## config.mk

```make
export PLATFORM = sky130hd
export DESIGN_NAME = hack_cpu_ctrl
export DESIGN_NICKNAME = d
export VERILOG_FILES = /design/src/rtl/hack_cpu_ctrl.sv
export SDC_FILE = /design/constraint.sdc
export NUM_CORES = 1
export LEC_CHECK = 0
export CORE_AREA = 2 2 114 116
export CTS_BUF_LIST = sky130_fd_sc_hd__clkbuf_16
export CTS_CLUSTER_DIAMETER = 150
export DETAILED_ROUTE_END_ITERATION = 10
export DIE_AREA = 0 0 116 118
export PLACE_DENSITY = 0.87
export RECOVER_POWER = 100
export SKIP_CTS_REPAIR_TIMING = 1
export SLEW_MARGIN = 20
export SYNTH_ARGS = -nofsm -noshare
export SYNTH_HDL_FRONTEND = slang
export SYNTH_SLANG_ARGS = --single-unit
```

## constraint.sdc

```tcl
create_clock -name clk -period 4 [get_ports clk]
set_clock_uncertainty 0.1 [all_clocks]
set_input_delay 0.8 -clock clk [delete_from_list [all_inputs] [get_ports clk]]
set_output_delay 0.8 -clock clk [all_outputs]
set_load 0.03 [all_outputs]
```

## src/rtl/hack_cpu_ctrl.sv

```systemverilog
// Hack CPU control/register half: holds A, D and PC, decodes Hack instructions,
// drives the external ALU and commits its result. Instruction fetch uses a
// valid/ready handshake; data-memory writes stall until the memory acknowledges.
module hack_cpu_ctrl #(
    parameter int PC_W  = 15,
    parameter int CNT_W = 32
) (
    input  logic             clk,
    input  logic             rst_n,
    input  logic [15:0]      instr,
    input  logic             instr_valid,
    output logic             instr_ready,
    input  logic [15:0]      inM,
    output logic [15:0]      alu_x,
    output logic [15:0]      alu_y,
    output logic             alu_zx,
    output logic             alu_nx,
    output logic             alu_zy,
    output logic             alu_ny,
    output logic             alu_f,
    output logic             alu_no,
    input  logic [15:0]      alu_out,
    input  logic             alu_zr,
    input  logic             alu_ng,
    output logic [15:0]      outM,
    output logic [PC_W-1:0]  addressM,
    output logic             writeM,
    input  logic             mem_ack,
    output logic [PC_W-1:0]  pc,
    output logic [CNT_W-1:0] retired
);

    typedef enum logic [0:0] {
        EXEC     = 1'b0,
        WAIT_MEM = 1'b1
    } state_t;

    state_t state;
    state_t state_next;

    logic [15:0]      a_reg;
    logic [15:0]      d_reg;
    logic [PC_W-1:0]  pc_reg;
    logic [CNT_W-1:0] retired_reg;
    logic [15:0]      out_hold;
    logic [PC_W-1:0]  addr_hold;

    logic             is_c;
    logic             a_bit;
    logic [5:0]       comp;
    logic             dest_a;
    logic             dest_d;
    logic             dest_m;
    logic             jump_taken;
    logic             fire;
    logic             write_req;
    logic             stall;
    logic [PC_W-1:0]  a_addr;
    logic [PC_W-1:0]  pc_inc;
    logic             unused_bits;

    assign is_c   = instr[15];
    assign a_bit  = instr[12];
    assign comp   = instr[11:6];
    assign dest_a = instr[5];
    assign dest_d = instr[4];
    assign dest_m = instr[3];

    // instr[14:13] carry no meaning in a C-instruction
    assign unused_bits = ^instr[14:13];

    assign a_addr    = a_reg[PC_W-1:0];
    assign pc_inc    = pc_reg + PC_W'(1);
    assign fire      = (state == EXEC) & instr_valid;
    assign write_req = fire & is_c & dest_m;
    assign stall     = write_req & ~mem_ack;

    // Jump condition uses the ALU flags of the result being committed this cycle
    assign jump_taken = (instr[2] & alu_ng)
                      | (instr[1] & alu_zr)
                      | (instr[0] & ~alu_zr & ~alu_ng);

    // x is always D; y selects memory when the a-bit of a C-instruction is set
    assign alu_x = d_reg;
    assign alu_y = (is_c & a_bit) ? inM : a_reg;

    assign pc      = pc_reg;
    assign retired = retired_reg;

    // State register: a pending write is dropped by reset
    always_ff @(posedge clk) begin
        if (!rst_n) begin
            state <= EXEC;
        end else begin
            state <= state_next;
        end
    end

    // Next state: enter WAIT_MEM on an unacknowledged write, leave on mem_ack
    always_comb begin
        state_next = state;
        if (state == EXEC) begin
            if (stall) begin
                state_next = WAIT_MEM;
            end
        end else begin
            if (mem_ack) begin
                state_next = EXEC;
            end
        end
    end

    // Outputs: live ALU/decode values in EXEC, latched write held in WAIT_MEM
    always_comb begin
        instr_ready = 1'b0;
        {alu_zx, alu_nx, alu_zy, alu_ny, alu_f, alu_no} = 6'b000000;
        outM        = out_hold;
        addressM    = addr_hold;
        writeM      = 1'b1;
        if (state == EXEC) begin
            instr_ready = 1'b1;
            if (is_c) begin
                {alu_zx, alu_nx, alu_zy, alu_ny, alu_f, alu_no} = comp;
            end
            outM     = alu_out;
            addressM = a_addr;
            writeM   = write_req;
        end
    end

    // Register commit: A/D/PC/counter update once per accepted instruction
    always_ff @(posedge clk) begin
        if (!rst_n) begin
            a_reg       <= '0;
            d_reg       <= '0;
            pc_reg      <= '0;
            retired_reg <= '0;
            out_hold    <= '0;
            addr_hold   <= '0;
        end else begin
            if (fire) begin
                retired_reg <= retired_reg + CNT_W'(1);
                if (!is_c) begin
                    a_reg  <= {1'b0, instr[14:0]};
                    pc_reg <= pc_inc;
                end else begin
                    if (dest_a) begin
                        a_reg <= alu_out;
                    end
                    if (dest_d) begin
                        d_reg <= alu_out;
                    end
                    pc_reg <= jump_taken ? a_addr : pc_inc;
                end
            end
            if (stall) begin
                out_hold  <= alu_out;
                addr_hold <= a_addr;
            end
        end
    end

endmodule

```

==> summary.json <==
{
  "path_clk_slew": {"value": 70, "unit": "ps"},
  "timing.fmax": {"value": 272, "unit": "MHz"},
  "initial_util": {"value": 44.5, "unit": "%"},
  "finalNetCount": {"value": 857},
  "synth-async-reset-ratio": {"value": 0, "unit": "%"},
  "status": {"value": "finished, final reports clean"},
  "antenna_diodes": {"value": 0},
  "cp-end-kind": {"value": "output port"},
  "syn_nets": {"value": 708},
  "num_rows": {"value": 41},
  "hold_slack": {"value": 350, "unit": "ps"},
  "worst_slew_pin_slew": {"value": 1370, "unit": "ps"},
  "maxCapViolCount": {"value": 0},
  "die_boundary_width": {"value": 116, "unit": "um"},
  "grt_setup_unrepaired": {"value": "false"},
  "first_pass_grt_wire_length": {"value": 26.2, "unit": "mm"},
  "core": {"value": 12400, "unit": "um2"},
  "routed_wire_length_per_instance": {"value": 16.8, "unit": "um"},
  "required": {"value": 3100, "unit": "ps"},
  "startpoint_of_the_worst_hold_path": {"value": "alu_x[13]"},
  "setup_violations": {"value": 0},
  "global_route.usage.total": {"value": 23.9, "unit": "%"},
  "grt_overflow_total": {"value": 0},
  "routed_via_density": {"value": 5.62},
  "final.min_clock_period": {"value": 3670, "unit": "ps"},
  "power_leakage": {"value": 2.94, "unit": "nW"},
  "critPathArrivalTime": {"value": 2770, "unit": "ps"},
  "wl": {"value": 16.4, "unit": "mm"},
  "powerDensity": {"value": 335, "unit": "nW/um2"},
  "number_of_enable_flip_flop_cells_after_synthesis": {"value": 0},
  "tritoncts.num_buffers": {"value": 9},
  "die_area": {"value": 13700, "unit": "um2"},
  "dr_drc_count": {"value": 0},
  "crit_fanout": {"value": 16},
  "globalplace.congestion": {"value": 0.906},
  "final_hold_viol_count": {"value": 0},
  "number_of_flip_flops_and_latches_in_the_synthesized_netlist": {"value": 111},
  "grt_antenna_before_repair": {"value": 0},
  "timing_worst_setup_path_type": {"value": "input port to output port"},
  "sequential_cell_area_fraction_in_the_yosys_report": {"value": 40.2, "unit": "%"},
  "post_synth_inst_count": {"value": 652},
  "post_route_ant_nets": {"value": 0},
  "vertical_extent_of_the_die": {"value": 118, "unit": "um"},
  "vias": {"value": 5488},
  "htreeDepth": {"value": 3},
  "design.portCount": {"value": 172},
  "clock_latency_late_sink": {"value": 350, "unit": "ps"},
  "tritoncts": {"value": "done"},
  "detail_route.iter0.violations": {"value": 430},
  "area_of_the_mapped_netlist": {"value": 5530, "unit": "um2"},
  "final.setup.tns": {"value": 0, "unit": "ps"},
  "drv_slew": {"value": 0},
  "max-slew-margin-rel": {"value": 8.53, "unit": "%"},
  "setup.worst_path.start": {"value": "instr[15]"},
  "io_port_bufs": {"value": 171},
  "drt_first_pass_iters": {"value": 5},
  "path_type_of_the_worst_min_delay_path": {"value": "register to register"},
  "largest_register_ffs": {"value": 32},
  "root_buffer": {"value": "clkbuf_16"},
  "grt_max_degree": {"value": 38},
  "postSynth.topFlopCell": {"value": "dfxtp_1"},
  "via_count_of_the_first_global_routing_pass": {"value": 5182},
  "numClockSinks": {"value": 111},
  "worst_r2r_startpoint": {"value": "state"},
  "worstSetupStartpointType": {"value": "input port"},
  "yosysWarningCount": {"value": 0},
  "worst_vdd_rail_ir_drop": {"value": 0.269, "unit": "mV"},
  "hpwl": {"value": 11.8, "unit": "mm"},
  "area_growth_syn_to_layout": {"value": 36.8, "unit": "%"},
  "syn-mean-instance-area": {"value": 8.48, "unit": "um2"},
  "post-route-period-util": {"value": 91.8, "unit": "%"},
  "number_of_different_library_cells_in_the_post_synthesis_netlist": {"value": 57},
  "cts_max_path_buffers": {"value": 2},
  "final_layout_size_suffix_gt1_share": {"value": 10.6, "unit": "%"}
}
final timing paths:
| check | end | slack [ps] | cells past startpoint |
|---|---|---|---|
| setup / recovery | alu_y[2] | 330 | 5 |
| hold / removal | alu_x[13] | 350 | 2 |
| setup reg to reg | a_reg[3] | 1470 | 5 |
| hold reg to reg | alu_x[13] | 350 | 2 |
final cells by class:
type                    instances  area, um2
multi-input cells             485       3030
flip-flops and latches        111       2220
clock inverters                 5       58.8
well taps                     172        215
clock buffers                   9        225
fillers                      1089       4850
inverters                       9       33.8
repair buffers                185       1780
stage by stage:
stage	utilization, %	instances	total power, W	setup slack (ps)	area (um2)
detailed placement	59.0	962	0.00169	506	7320
CTS	61.3	976	0.00257	505	7610
finish	60.9	976	0.00253	326	7570
floorplan	-	652	0.00147	1140	5530
global route	60.9	976	0.00263	290	7570
global placement	59.0	962	0.00168	579	7320
power by group:
group	leakage, nW	switching [W]	internal, W
Clock	0.140	0.000410	0.000482
Sequential	0.901	0.0000396	0.00114
Combinational	1.90	0.000270	0.000197
synthesized netlist by cell type (8+ instances only):
master    instances  share of area, %
nand2_1         135               9.2
dfxtp_1         111                40
a21oi_1          72               6.5
mux2_2           47               9.6
mux2i_1          30               5.4
nor2_1           29               2.0
clkbuf_1         24               1.6
nand3_1          16               1.4
a211oi_1         15               2.0
buf_2            13               1.2
or4_1            11               1.5
and2_1           10               1.1
nand2b_1         10               1.1
nor4_1           10               1.1
xor2_1           10               1.6
o21ai_0           9              0.81
inv_1             8              0.54
nand4_1           8              0.91
worst max-delay path, cell delays in order:
cell and delay (ps):
dlygate4sd3_1 550, nand2_1 80, buf_4 260, mux2_2 380
dlygate4sd3_1 690
kinds of logic (layout without fill, tap and decap cells):
kind of cell / Yosys count / after routing / share of synthesized area (%)
simple gates: 260 / 260 / 23.1
buf+inv: 56 / 208 / 4.57
xor+xnor: 11 / 11 / 1.74
mux: 77 / 77 / 15.0
flops: 111 / 111 / 40.2
fa+ha+maj: 2 / 2 / 0.452
compound gates: 135 / 135 / 15.0
routing by layer:
| metal | vias up | global-route usage, % | share of wire, % |
|---|---|---|---|
| li1 | 2623 | - | - |
| met1 | 2598 | 29.6 | 41 |
| met2 | 238 | 39.1 | 48 |
| met3 | 29 | 7.26 | 8.7 |
| met4 | 0 | 8.48 | 2.1 |
| met5 | - | 0 | 0 |
layout by cell type, fill, tap and decap left out, types with 5 or more instances in the layout:
cell | synthesis | routed
o211ai_1 | 5 | 5
nor4_1 | 10 | 10
or3_1 | 6 | 6
nand4_1 | 8 | 9
mux2_2 | 47 | 47
clkdlybuf4s50_1 | 0 | 48
a211oi_1 | 15 | 15
or4_1 | 11 | 11
o22ai_1 | 7 | 7
nor2_1 | 29 | 29
nand2b_1 | 10 | 10
dfxtp_1 | 111 | 111
nand3_1 | 16 | 17
mux2i_1 | 30 | 30
o21ai_0 | 9 | 10
and2_0 | 0 | 6
buf_4 | 1 | 18
dlygate4sd3_1 | 0 | 115
nand2_1 | 135 | 135
xor2_1 | 10 | 10
o31ai_1 | 7 | 7
inv_1 | 8 | 10
a21oi_1 | 72 | 72
clkbuf_16 | 0 | 9
No activity file was read; power rests on OpenSTA's default activity.
